**src/rtl/otter_io_pkg.sv**
```systemverilog
// IOBUS port map shared by every OTTER input mux and output register.
// No logic and no latency: addresses, decode width and address-match helper only.
// No flow control: IOBUS is a single-cycle strobe bus with no stall.
package otter_io_pkg;

    localparam int unsigned IOBUS_AW = 32;

    // Existing board ports
    localparam logic [IOBUS_AW-1:0] SWITCHES_AD    = 32'h1100_8000;
    localparam logic [IOBUS_AW-1:0] BUTTONS_AD     = 32'h1100_8004;
    localparam logic [IOBUS_AW-1:0] LEDS_AD        = 32'h1100_C000;
    localparam logic [IOBUS_AW-1:0] SEG_AD         = 32'h1100_C004;
    localparam logic [IOBUS_AW-1:0] ANODE_AD       = 32'h1100_C008;

    // Button interrupt port
    localparam logic [IOBUS_AW-1:0] BTN_STATUS_AD  = 32'h1100_8008;
    localparam logic [IOBUS_AW-1:0] BTN_PENDING_AD = 32'h1100_800C;
    localparam logic [IOBUS_AW-1:0] BTN_MASK_AD    = 32'h1100_C00C;

    // Exact 32-bit address match; partial decodes would alias other ports.
    function automatic logic addr_hit(input logic [IOBUS_AW-1:0] addr,
                                      input logic [IOBUS_AW-1:0] port);
        return addr == port;
    endfunction

endpackage

```
**src/rtl/otter_button_intr_port_debouncer.sv**
```systemverilog
// One button: 2-FF synchroniser, persistence-count debounce, press pulse.
// Latency: raw edge to stable change = 2 + DEBOUNCE_CYCLES cycles; rise fires in that cycle.
// No backpressure: free-running, one sample per clock.
module btn_debouncer #(
    parameter int DEBOUNCE_CYCLES = 50000
) (
    input  logic clk,
    input  logic rst,
    input  logic raw,
    output logic stable,
    output logic rise
);

    localparam int CW = $clog2(DEBOUNCE_CYCLES + 1);
    localparam logic [CW-1:0] CNT_LAST = CW'(DEBOUNCE_CYCLES - 1);

    logic          meta;
    logic          sync;
    logic [CW-1:0] cnt;
    logic          accept;

    // The changed level has persisted long enough; take it at this edge.
    assign accept = (sync != stable) && (cnt == CNT_LAST);
    assign rise   = accept && sync;

    // Two-flop synchroniser; raw is asynchronous and is read nowhere else.
    always_ff @(posedge clk) begin
        if (rst) begin
            meta <= 1'b0;
            sync <= 1'b0;
        end else begin
            meta <= raw;
            sync <= meta;
        end
    end

    // Count consecutive cycles of disagreement; any agreement restarts the count.
    always_ff @(posedge clk) begin
        if (rst) begin
            cnt    <= '0;
            stable <= 1'b0;
        end else if (sync == stable) begin
            cnt <= '0;
        end else if (accept) begin
            stable <= sync;
            cnt    <= '0;
        end else begin
            cnt <= cnt + CW'(1);
        end
    end

endmodule

```
**src/rtl/otter_button_intr_port.sv**
```systemverilog
// Button IOBUS responder: debounced levels, W1C press-pending, mask, level INTR.
// Latency: press to PENDING = 2 + DEBOUNCE_CYCLES cycles, INTR one cycle later; reads are combinational.
// No backpressure: IOBUS writes are single-cycle strobes always accepted.
module otter_button_intr_port
    import otter_io_pkg::*;
#(
    parameter int NUM_BTNS        = 5,
    parameter int DEBOUNCE_CYCLES = 50000
) (
    input  logic                CLK,
    input  logic                RST,
    input  logic [NUM_BTNS-1:0] BTN_RAW,
    input  logic [31:0]         IOBUS_ADDR,
    input  logic [31:0]         IOBUS_OUT,
    input  logic                IOBUS_WR,
    output logic [31:0]         IOBUS_IN,
    output logic                INTR,
    output logic [NUM_BTNS-1:0] BTN_LEVEL
);

    logic [NUM_BTNS-1:0] stable;
    logic [NUM_BTNS-1:0] rise;
    logic [NUM_BTNS-1:0] pending;
    logic [NUM_BTNS-1:0] mask;
    logic [NUM_BTNS-1:0] clr;
    logic                wr_pending;
    logic                wr_mask;

    // Write data bits above NUM_BTNS have no register to land in.
    logic unused_wdata;
    assign unused_wdata = ^IOBUS_OUT;

    for (genvar i = 0; i < NUM_BTNS; i++) begin : g_btn
        btn_debouncer #(
            .DEBOUNCE_CYCLES(DEBOUNCE_CYCLES)
        ) u_deb (
            .clk   (CLK),
            .rst   (RST),
            .raw   (BTN_RAW[i]),
            .stable(stable[i]),
            .rise  (rise[i])
        );
    end

    assign wr_pending = IOBUS_WR && addr_hit(IOBUS_ADDR, BTN_PENDING_AD);
    assign wr_mask    = IOBUS_WR && addr_hit(IOBUS_ADDR, BTN_MASK_AD);
    assign clr        = wr_pending ? IOBUS_OUT[NUM_BTNS-1:0] : '0;
    assign BTN_LEVEL  = stable;

    // Pending/mask state; a new press beats a same-cycle clear of that bit.
    always_ff @(posedge CLK) begin
        if (RST) begin
            pending <= '0;
            mask    <= '0;
            INTR    <= 1'b0;
        end else begin
            pending <= (pending & ~clr) | rise;
            if (wr_mask) begin
                mask <= IOBUS_OUT[NUM_BTNS-1:0];
            end
            INTR <= |(pending & mask);
        end
    end

    // Read mux; zero when the address is not ours so the top can OR it in.
    always_comb begin
        IOBUS_IN = 32'h0;
        if (addr_hit(IOBUS_ADDR, BTN_STATUS_AD)) begin
            IOBUS_IN = 32'(stable);
        end else if (addr_hit(IOBUS_ADDR, BTN_PENDING_AD)) begin
            IOBUS_IN = 32'(pending);
        end
    end

endmodule

```
**config.mk**
```make
export PLATFORM = sky130hd
export DESIGN_NAME = otter_button_intr_port
export DESIGN_NICKNAME = d
export VERILOG_FILES = /design/src/rtl/otter_io_pkg.sv /design/src/rtl/otter_button_intr_port_debouncer.sv /design/src/rtl/otter_button_intr_port.sv
export SDC_FILE = /design/constraint.sdc
export NUM_CORES = 1
export LEC_CHECK = 0
export CAP_MARGIN = 5
export CELL_PAD_IN_SITES_DETAIL_PLACEMENT = 0
export CELL_PAD_IN_SITES_GLOBAL_PLACEMENT = 1
export CORE_MARGIN = 1.5
export CORE_UTILIZATION = 34
export DETAILED_ROUTE_END_ITERATION = 7
export MAX_ROUTING_LAYER = met4
export PLACE_DENSITY = 0.8
export RECOVER_POWER = 25
export SLEW_MARGIN = 20
export SYNTH_ARGS = -nofsm -noshare
export SYNTH_HDL_FRONTEND = slang
export SYNTH_SLANG_ARGS = --single-unit
```
**constraint.sdc**
```tcl
create_clock -name CLK -period 2.9 [get_ports CLK]
set_input_delay 0.725 -clock CLK [delete_from_list [all_inputs] [get_ports CLK]]
set_output_delay 0.725 -clock CLK [all_outputs]
set_load 0.02 [all_outputs]
```
Yosys cells after proc, flatten, opt, wreduce, memory -nomap -nowiden. Index checks and enable logic that the tools add are counted.

Flip-flop bits (word level): 106. Logic and storage cells: 81.

Add/sub/neg operators: 5. Equality and inequality tests: 18. Mux-type cells: 3. Bitwise logic cells: 9. Reduce and logical (&&, ||, !) cells: 23.

Operators with widths (number): 32-bit by 29-bit equality test with 1-bit output, second input constant (3); 16-bit by 1-bit adder with 16-bit output, second input constant (5); 16-bit equality test, second input constant (5); 5-bit two-way mux (3); 3-bit OR reduction (5); 1-bit logical AND (12); 5-bit AND (2); 2-bit AND reduction (5); 1-bit equality test (5); 1-bit != test (5); 1-bit inverter (5); 5-bit inverter (1); 5-bit OR (1); 5-bit OR reduction (1).

Depth between registers and ports, before layout.
Word-level depth: 6. Depth in mapped cells: 6.

By module. Synthesis repeated with hierarchy kept, for this count alone.

Cells, all modules: 568. Area total of the unflattened synthesis: 5499.0 um^2.

By module, submodules not included: btn_debouncer (instances 5, cells each 94, area an instance 905.9 um^2, sequential area each 380.4 um^2); otter_button_intr_port (instances 1, cells each 98, area an instance 969.7 um^2, sequential area each 220.2 um^2).

Least setup slack after synthesis. No wires, ideal clock.

Kind: in2out. Start: input IOBUS_ADDR[17]. End: output IOBUS_IN[0]. Arrival: 2240 ps. Data required time: 2175 ps. Setup slack: -65 ps. Stages on the path: 4. Buffers on the path: 0. Cells stage by stage: nor4b_1 -> nand4_2 -> nor4_1 -> a22o_1.

Word-level cells in the longest chain between the ends: 3. Elaborated cells on any way between the ends: 4. Classes of those cells: eq/ne (2); mux (2).

RTL lines: from (decl) (RTL line otter_button_intr_port.sv:13) `input logic [31:0] IOBUS_ADDR,`; 32-bit by 29-bit equality test with 1-bit output (RTL line otter_io_pkg.sv:23) `return addr == port;`; 5-bit two-way mux (RTL line otter_button_intr_port.sv:70) `end else if (addr_hit(IOBUS_ADDR, BTN_PENDING_AD)) begin`; 5-bit two-way mux (*) (RTL line otter_button_intr_port.sv:68) `if (addr_hit(IOBUS_ADDR, BTN_STATUS_AD)) begin`; to (decl) (RTL line otter_button_intr_port.sv:16) `output logic [31:0] IOBUS_IN,`.

Mark *: on every way between the ends. The rest lies on a longest branch, timed or not.

Worst setup path in the final report.
Start: input IOBUS_ADDR[24]. End: output IOBUS_IN[1].

The elaborated chain is that of the path after synthesis.

==> out/qor.yml <==
hold_viol_final: 0
via_per_inst: 5.05
setup_ws_ns: -0.0692
firstDrtPassIters: 4
slowest_delay_ns: 0.28
root_buffer: "clkbuf_16"
yosysSeqAreaShare_pct: 42.7
final_cells: 816
synth_top_family_by_area: "simple AND/OR/NAND/NOR gates"
n_antenna_cell: 0
synth_simple_gate_area_share_pct: 29.3
fillCellCount: 1403
rr_endpoint: "g_btn[0].u_deb.cnt[6]"
min_path_type: "flip-flop to flip-flop"
grt_antenna_before_repair: 0
wl_mm: 11.1
row_count: 43
rsz0062_at_grt: "true"
fin_skew_ns: 0.00610
leakagePower_nw: 1.99
nets: 709
htreeDepth: 3
status: "finished with violations"
max_slew_margin_pct: 19.6
worstRegToRegCells: 5
synth.area.mux_share_pct: 0
synth-compound-area-share_pct: 7.15
yosysMostFrequentCell: "dfxtp_1"
routedWlPerCell_um: 13.6
grt_pass1_vias: 4012
r2r_start: "g_btn[0].u_deb.cnt[0]"
required_ns: 2.17
tightest_slew_ns: 1.21
dp.cells: 799
die-width_um: 124
hold_end: "g_btn[4].u_deb.sync"
cts_tree: "built"
whs_path_depth: 1
arrival_ns: 2.24
grt_max_degree: 27
synth-adder-area-share_pct: 1.26
vdd_ir_drop_max_mv: 0.313
min-delay-start: "g_btn[4].u_deb.meta"
initial_utilization_pct: 35.2
grt_pass1_wl_mm: 18.9
synth_cell_type_count: 45
cts_max_path_buffers: 2
cts_sinks: 106
hold_buffers: 0
die-area_um2: 15300
synth_xor_area_share_pct: 12.3
min_period_over_period_pct: 102
critPathSlowestCell: "nor4_4"
crit_type: "input pin to primary output"
synth_ff_type: "dfxtp_1"
period_minus_slack_ns: 2.97
critical_path.max_fanout: 4
max_cap_violations: 0
synth_edf_count: 0
insertion_delay_ns: 0.35
drtIter0Drc: 170
core_um2: 14100
async_flop_share_pct: 0
layout-drive-gt1-share_pct: 11.9
track_usage_pct: 16.0
max_freq_ghz: 0.337
dp_hpwl_mm: 7.97
pin_count: 110
die_h_um: 124
final_max_slew_viol_count: 0
synth.top_cell.area_share_pct: 42.7
hold-worst-slack_ns: 0.435
avgSynthCellArea_um2: 8.82
setup_violations: 5
synthesis.area_um2: 4970
netlist_top_cells_area: "dfxtp_1 (43%), xnor2_1 (7.6%), nor2_1 (6.9%)"
ys_ff_latch: 106
vias: 4117
worstPathCellList: "clkdlybuf4s15_1 -> nor4b_4 -> buf_4 -> nand3b_1 -> buf_6 -> nor4_4 -> buf_4 -> a22o_1 -> buf_6"
ys_top_cells_by_count: "dfxtp_1 (106), nor2_1 (91), xnor2_1 (43)"
p_per_area_nw_per_um2: 450
area_growth_syn_to_layout_pct: 22.3
path_clk_slew_ns: 0.07
pre_cts_ws_ns: -0.966
start_kind: "input pin"
numCtsBuffers: 9
violations: "setup timing"
portBuffers: 55
tns_ns: -0.169
r2r_slack_ns: 0.70
synth_top_area_cell: "dfxtp_1"
end_kind: "primary output"
grt_remaining_overflow: 0
ant_nets: 0
yosys_warnings: 0
drc: 0
gp_congestion: 0.843
syn_inst: 563
fin_util_pct: 43.1
registers in the layout, summed over array words and instances (netlist names):
name	count
g_btn.u_deb.meta	5
g_btn.u_deb.cnt	80
INTR	1
mask	5
g_btn.u_deb.sync	5
g_btn.u_deb.stable	5
pending	5
cell usage in the layout, fill, tap and decap left out, types with 5 or more instances in the layout:
master	instances
nor3_1	15
buf_2	10
xnor2_1	43
ha_1	5
a21oi_1	21
o21ai_0	10
nand4_1	26
and4_1	10
conb_1	27
nor2_1	91
buf_6	11
nor4_1	12
nor2b_1	11
clkdlybuf4s50_1	18
xor2_1	27
inv_1	13
o31ai_1	6
dlygate4sd2_1	7
dfxtp_1	106
nand2_1	20
clkbuf_1	5
clkbuf_16	9
or4_1	5
nand3_1	31
buf_4	17
clkdlybuf4s15_1	8
or3_1	7
how the worst max path moves through the flow:
stage	from	depth (start not counted)	end	slack, ns
after floorplan	IOBUS_ADDR[17]	4	IOBUS_IN[0]	0.07
after global placement	IOBUS_ADDR[6]	8	IOBUS_IN[0]	-0.87
after detailed placement	IOBUS_ADDR[8]	7	IOBUS_IN[2]	-0.97
after CTS	IOBUS_ADDR[25]	9	IOBUS_IN[4]	-0.004
after global routing	IOBUS_ADDR[24]	9	IOBUS_IN[4]	-0.14
final	IOBUS_ADDR[24]	9	IOBUS_IN[1]	-0.07
worst max-delay path, delay by kind of cell:
family,cells,cell delay [ns]
AOI/OAI and AO/OA,1,0.19
buffers and inverters,5,0.77
and+or+nand+nor,3,0.56
kinds of logic after synthesis:
logic type,count (synthesis)
compound gates,53
flops,106
other cells,1
simple gates,270
xor+xnor,70
buf+inv,58
fa+ha+maj,5
where the power goes:
part,internal [mW],leakage (nW),switching [mW]
Clock,0.620,0.138,0.505
Combinational,0.0599,0.991,0.0791
Sequential,1.46,0.856,0.00464
through the flow:
stage | instance area, um^2 | power (mW)
detailed placement | 5700 | 1.64
CTS | 6080 | 2.77
floorplan | 5080 | 1.59
global placement | 5700 | 1.64
global route | 6080 | 2.84
finish | 6080 | 2.73
timing repair:
item / in CTS / in global routing
hold endpoints to repair: 0 / 0
endpoints found under the setup margin: 5 / 5
pin swaps: 18 / 4
gates resized for setup: 136 / 2
setup buffers: 2 / 0
metal layers:
| metal | up-vias | wire length (um) | global-route usage (%) |
|---|---|---|---|
| met2 | 80 | 5410 | 26.4 |
| met4 | 0 | 109 | 4.45 |
| met1 | 1963 | 5120 | 19.6 |
| met5 | - | 0 | - |
| li1 | 2065 | - | - |
| met3 | 9 | 486 | 4.08 |
final cells by class:
class / count / area [um^2] / area share, %
Tap cell: 180 / 225 / 3.71
Multi-Input combinational cell: 425 / 2750 / 45.3
Clock inverter: 3 / 15.0 / 0.247
Inverter: 13 / 48.8 / 0.803
Clock buffer: 12 / 256 / 4.22
Sequential cell: 106 / 2120 / 34.9
Timing Repair Buffer: 77 / 659 / 10.9
Power figures use the tool's default switching activity.
